## src/rtl/sram_mem_ctrl.sv

```systemverilog
// sram_mem_ctrl: sequences 32-bit MEM-stage loads/stores onto a 16-bit
// asynchronous SRAM. Each word is split into a low and a high half access,
// and each half is held on the bus for WAIT_CYCLES cycles. While an access
// is in flight, freeze stalls the pipeline.
// Optional build macro SRAM_STALL_CNT_EN adds a saturating stall_cnt output.
module sram_mem_ctrl #(
  parameter int unsigned WAIT_CYCLES = 2,
  parameter int unsigned ADDR_BASE   = 1024
) (
  input  logic        clk,
  input  logic        rst,
  input  logic        mem_r_en,
  input  logic        mem_w_en,
  input  logic [31:0] addr,
  input  logic [31:0] wr_data,
  output logic [31:0] rd_data,
  output logic        ready,
  output logic        freeze,
  output logic [17:0] sram_addr,
  output logic [15:0] sram_dq_out,
  input  logic [15:0] sram_dq_in,
  output logic        sram_dq_oe,
  output logic        sram_we_n
`ifdef SRAM_STALL_CNT_EN
  ,
  output logic [15:0] stall_cnt
`endif
);

  localparam int unsigned CNT_W = 4;
  localparam int unsigned IDX_W = 17;
  localparam logic [CNT_W-1:0] CNT_LAST = CNT_W'(WAIT_CYCLES - 1);

  typedef enum logic [1:0] {
    S_IDLE = 2'd0,
    S_LO   = 2'd1,
    S_HI   = 2'd2,
    S_DONE = 2'd3
  } state_t;

  state_t           r_state;
  logic [CNT_W-1:0] r_cnt;
  logic             r_is_wr;
  logic [IDX_W-1:0] r_idx;
  logic [31:0]      r_wdata;
  logic [31:0]      r_rd_data;
  logic [17:0]      r_sram_addr;
  logic [15:0]      r_sram_dq_out;
  logic             r_sram_dq_oe;
  logic             r_sram_we_n;

  state_t           w_state_nxt;
  logic [CNT_W-1:0] w_cnt_nxt;
  logic             w_is_wr_nxt;
  logic [IDX_W-1:0] w_idx_nxt;
  logic [31:0]      w_wdata_nxt;
  logic [31:0]      w_rd_data_nxt;
  logic [17:0]      w_sram_addr_nxt;
  logic [15:0]      w_sram_dq_out_nxt;
  logic             w_sram_dq_oe_nxt;
  logic             w_sram_we_n_nxt;

  logic             w_req;
  logic             w_ready;
  logic [31:0]      w_offset;
  logic [IDX_W-1:0] w_idx;
  logic             w_unused_addr_bits;

  // Request is masked during reset so the controller reports ready while held.
  assign w_req    = (mem_r_en | mem_w_en) & ~rst;
  assign w_offset = addr - 32'(ADDR_BASE);
  assign w_idx    = w_offset[18:2];
  assign w_unused_addr_bits = ^{w_offset[31:19], w_offset[1:0]};

  assign w_ready = ((r_state == S_IDLE) & ~w_req) | (r_state == S_DONE);
  assign ready   = w_ready;
  assign freeze  = ~w_ready;

  assign rd_data     = r_rd_data;
  assign sram_addr   = r_sram_addr;
  assign sram_dq_out = r_sram_dq_out;
  assign sram_dq_oe  = r_sram_dq_oe;
  assign sram_we_n   = r_sram_we_n;

  // Next-state, datapath capture and next SRAM bus values.
  always_comb begin
    w_state_nxt       = r_state;
    w_cnt_nxt         = r_cnt;
    w_is_wr_nxt       = r_is_wr;
    w_idx_nxt         = r_idx;
    w_wdata_nxt       = r_wdata;
    w_rd_data_nxt     = r_rd_data;
    w_sram_addr_nxt   = r_sram_addr;
    w_sram_dq_out_nxt = r_sram_dq_out;
    w_sram_dq_oe_nxt  = 1'b0;
    w_sram_we_n_nxt   = 1'b1;

    case (r_state)
      S_IDLE: begin
        if (w_req) begin
          w_state_nxt = S_LO;
          w_cnt_nxt   = '0;
          w_is_wr_nxt = mem_w_en;
          w_idx_nxt   = w_idx;
          w_wdata_nxt = wr_data;
        end
      end
      S_LO: begin
        if (r_cnt == CNT_LAST) begin
          w_cnt_nxt   = '0;
          w_state_nxt = S_HI;
          if (!r_is_wr) begin
            w_rd_data_nxt[15:0] = sram_dq_in;
          end
        end else begin
          w_cnt_nxt = r_cnt + CNT_W'(1);
        end
      end
      S_HI: begin
        if (r_cnt == CNT_LAST) begin
          w_cnt_nxt   = '0;
          w_state_nxt = S_DONE;
          if (!r_is_wr) begin
            w_rd_data_nxt[31:16] = sram_dq_in;
          end
        end else begin
          w_cnt_nxt = r_cnt + CNT_W'(1);
        end
      end
      S_DONE: begin
        // The request visible here is the stale one; the pipeline advances now.
        w_state_nxt = S_IDLE;
      end
      default: begin
        w_state_nxt = S_IDLE;
      end
    endcase

    // Bus is registered from the next state so it is glitch-free for the SRAM.
    if (w_state_nxt == S_LO) begin
      w_sram_addr_nxt  = {w_idx_nxt, 1'b0};
      w_sram_we_n_nxt  = ~w_is_wr_nxt;
      w_sram_dq_oe_nxt = w_is_wr_nxt;
      if (w_is_wr_nxt) begin
        w_sram_dq_out_nxt = w_wdata_nxt[15:0];
      end
    end else if (w_state_nxt == S_HI) begin
      w_sram_addr_nxt  = {w_idx_nxt, 1'b1};
      w_sram_we_n_nxt  = ~w_is_wr_nxt;
      w_sram_dq_oe_nxt = w_is_wr_nxt;
      if (w_is_wr_nxt) begin
        w_sram_dq_out_nxt = w_wdata_nxt[31:16];
      end
    end
  end

  // State and datapath registers.
  always_ff @(posedge clk) begin
    if (rst) begin
      r_state       <= S_IDLE;
      r_cnt         <= '0;
      r_is_wr       <= 1'b0;
      r_idx         <= '0;
      r_wdata       <= '0;
      r_rd_data     <= '0;
      r_sram_addr   <= '0;
      r_sram_dq_out <= '0;
      r_sram_dq_oe  <= 1'b0;
      r_sram_we_n   <= 1'b1;
    end else begin
      r_state       <= w_state_nxt;
      r_cnt         <= w_cnt_nxt;
      r_is_wr       <= w_is_wr_nxt;
      r_idx         <= w_idx_nxt;
      r_wdata       <= w_wdata_nxt;
      r_rd_data     <= w_rd_data_nxt;
      r_sram_addr   <= w_sram_addr_nxt;
      r_sram_dq_out <= w_sram_dq_out_nxt;
      r_sram_dq_oe  <= w_sram_dq_oe_nxt;
      r_sram_we_n   <= w_sram_we_n_nxt;
    end
  end

`ifdef SRAM_STALL_CNT_EN
  logic [15:0] r_stall_cnt;

  assign stall_cnt = r_stall_cnt;

  // Saturating count of frozen cycles.
  always_ff @(posedge clk) begin
    if (rst) begin
      r_stall_cnt <= '0;
    end else if (freeze && (r_stall_cnt != 16'hFFFF)) begin
      r_stall_cnt <= r_stall_cnt + 16'd1;
    end
  end
`endif

endmodule

```

## config.mk

```make
export PLATFORM = sky130hd
export DESIGN_NAME = sram_mem_ctrl
export DESIGN_NICKNAME = d
export VERILOG_FILES = /design/src/rtl/sram_mem_ctrl.sv
export SDC_FILE = /design/constraint.sdc
export NUM_CORES = 1
export LEC_CHECK = 0
export ABC_AREA = 0
export BUFFER_PORTS_ARGS = -buffer_cell sky130_fd_sc_hd__clkbuf_2
export CAP_MARGIN = 40
export CORE_UTILIZATION = 55
export CTS_BUF_LIST = sky130_fd_sc_hd__clkbuf_4
export CTS_CLUSTER_DIAMETER = 200
export DETAILED_ROUTE_END_ITERATION = 6
export PLACE_DENSITY = 0.94
export SKIP_CTS_REPAIR_TIMING = 1
export SYNTH_ARGS = -nofsm -noshare
export SYNTH_HDL_FRONTEND = slang
export SYNTH_SLANG_ARGS = --single-unit
```

## constraint.sdc

```tcl
create_clock -name clk -period 5.15 [get_ports clk]
set_clock_uncertainty 0.1 [all_clocks]
set_input_delay 1.03 -clock clk [delete_from_list [all_inputs] [get_ports clk]]
set_output_delay 1.03 -clock clk [all_outputs]
set_load 0.005 [all_outputs]
```

==> summary.txt <==
post-synth cell types - 50
RSZ-0062 raised after global routing - false
cts bufs inserted - 17
initial antenna violation count - 0
Worst Setup End Kind - primary output
clk sinks - 124
dpl cell area - 5720 µm²
# rows - 34
Port Buffers - 138
leakage - 2.56 nW
synthesized net count - 646
Yosys warnings - 0
Die ar. - 9500 µm²
met2 Use GR - 44.2%
Syn Inst Count - 552
worst min-delay path class - reg -> reg
design area - 5950 µm²
Final HPWL DP - 8380 µm
mapped cell area - 5010 µm²
Layout area overhead - 18.6%
CTS tree - yes
M1 GR Usage - 30.1%
Global Route Usage Sum - 25.7%
Die Y - 97.5 µm
first-pass GRT wire length - 19700 µm
final hold vios - 0
arrival time worst endpoint - 2.36 ns
Setup violations, final - 0
ranking of synthesized cells by area - dfxtp_1 (50%), nand2_1 (11%), a21oi_1 (7.3%)
area leader, netlist - dfxtp_1
GR peak layer - met2
Avg Cell Area, Syn - 9.08 µm²
vias in the first global route - 4387
GP Congestion - 0.811
Pre-antenna DRT Iters - 4
MaxCap Viol Count - 0
# fillers - 709
CP required - 4.02 ns
die width - 97.5 µm
fin util - 67.8%
Total Power - 1.93 mW
EDFF count, synth - 0
VDD IR max - 0.000184 V
Reg clk slew, reported paths - 0.10 ns
H-tree Lvls - 4
Initial Util - 57.2%
largest fanout on the critical path - 34
max-slew violations - 0
Iter 0 DRT Violations - 184
placed cell count - 769
DR DRC count - 0
Worst Setup Start Kind - input pin
maximum clock path buffer count - 2
status - finished clean
Via-to-Cell Ratio - 5.56
met3 usage - 6.12%
number of standard cells in the final layout excluding fillers - 799
pin count of the biggest net entering global routing - 57
I/O pin cnt - 154
Max Clock Freq - 286 MHz
Post-DRT Antenna Nets - 0
post-synth top area share - 49.5%
clk_lat worst skew - 0.48 ns
pwr dens - 324 nW/µm²
ratio of cells with drive above 1 in the final layout - 28.7%
ys async rst share - 0%
min Tclk post-route - 3.49 ns
fin nets - 774
prevailing post-synth register cell - dfxtp_1
CP Class - in -> out
WL per Instance - 15.0 µm
root buf cell - clkbuf_4
core area - 8760 µm²
Slew @ Worst Pin - 0.685 ns
final setup TNS - 0 ns
# diodes - 0
Via Count - 4444
Total Routed Length - 12000 µm
final worst path period share - 67.8%
grt total ovfl - 0
Seq/Total Area, Yosys - 49.5%
Synth Register Bits - 124
Worst slew margin - 54.3%
routing by layer:
layer | vias to the layer above | share of wire [%]
met3 | 29 | 5.6
met1 | 2103 | 42
met4 | 0 | 2.4
met2 | 156 | 50
met5 | - | 0
li1 | 2156 | -
cell usage in the layout, fill, tap and decap left out, types with 7 or more instances in the layout:
cell,count
a21oi_1,73
ha_1,10
a31oi_1,8
nor3_1,7
a22o_1,21
mux4_2,16
and3_1,8
clkbuf_2,137
clkbuf_4,20
inv_1,19
o21ai_0,19
nand2_1,148
dfxtp_1,124
nor2_1,11
logic make-up after synthesis:
family,share of synthesized area (%)
fa+ha+maj,2.50
simple gates,18.5
compound gates,16.7
mux,7.19
flops,49.5
buf+inv,4.84
xor+xnor,0.699
Yosys cell counts, types with 8 or more instances:
cell type,n
o21ai_0,19
nor3_1,8
a31oi_1,8
inv_1,19
and3_1,8
nor2_1,11
a22o_1,21
a21oi_1,73
mux4_2,16
nand2_1,148
dfxtp_1,124
clkbuf_1,22
ha_1,10
state kept, by name, summed over array words and instances, names as in the netlist:
register and flops:
sram_dq_oe 1, r_cnt 4, sram_we_n 1, r_idx 17, sram_addr 18, sram_dq_out 16
r_wdata 32, rd_data 32, r_is_wr 1, r_state 2
stage by stage:
step / hold WS [ns] / setup WS, ns
floorplan: 0.329 / 1.58
global placement: 0.336 / 1.37
detailed placement: 0.345 / 1.24
CTS: 0.358 / 1.70
global route: 0.374 / 1.53
finish: 0.359 / 1.66
layout make-up:
type                    count  area (µm²)  area share [%]
flip-flops and latches    124        2480            41.8
repair buffers            144         736            12.4
clock inverters            10        77.6            1.30
well taps                 108         135            2.27
clock buffers              20         150            2.53
inverters                  19        71.3            1.20
multi-input cells         374        2290            38.6
report_power, final:
| group | total, mW | switching [mW] | internal [mW] |
|---|---|---|---|
| Sequential | 1.04 | 0.0284 | 1.02 |
| Clock | 0.575 | 0.332 | 0.243 |
| Combinational | 0.309 | 0.175 | 0.134 |
path summary, 6_finish.rpt:
kind | to | depth (start not counted) | slack [ns] | startpoint
max reg2reg | sram_dq_out[2] | 10 | 1.92 | r_cnt[0]
min | r_wdata[19] | 2 | 0.36 | r_wdata[19]
max | freeze | 6 | 1.66 | rst
min reg2reg | r_wdata[19] | 2 | 0.36 | r_wdata[19]
worst max-delay path, cell delays in order:
cell and delay (ns):
buf_2 0.47, inv_1 0.40, nand2_1 0.15, a21o_1 0.16
inv_1 0.05, clkbuf_2 0.10
No activity file was read; power rests on OpenSTA's default activity.
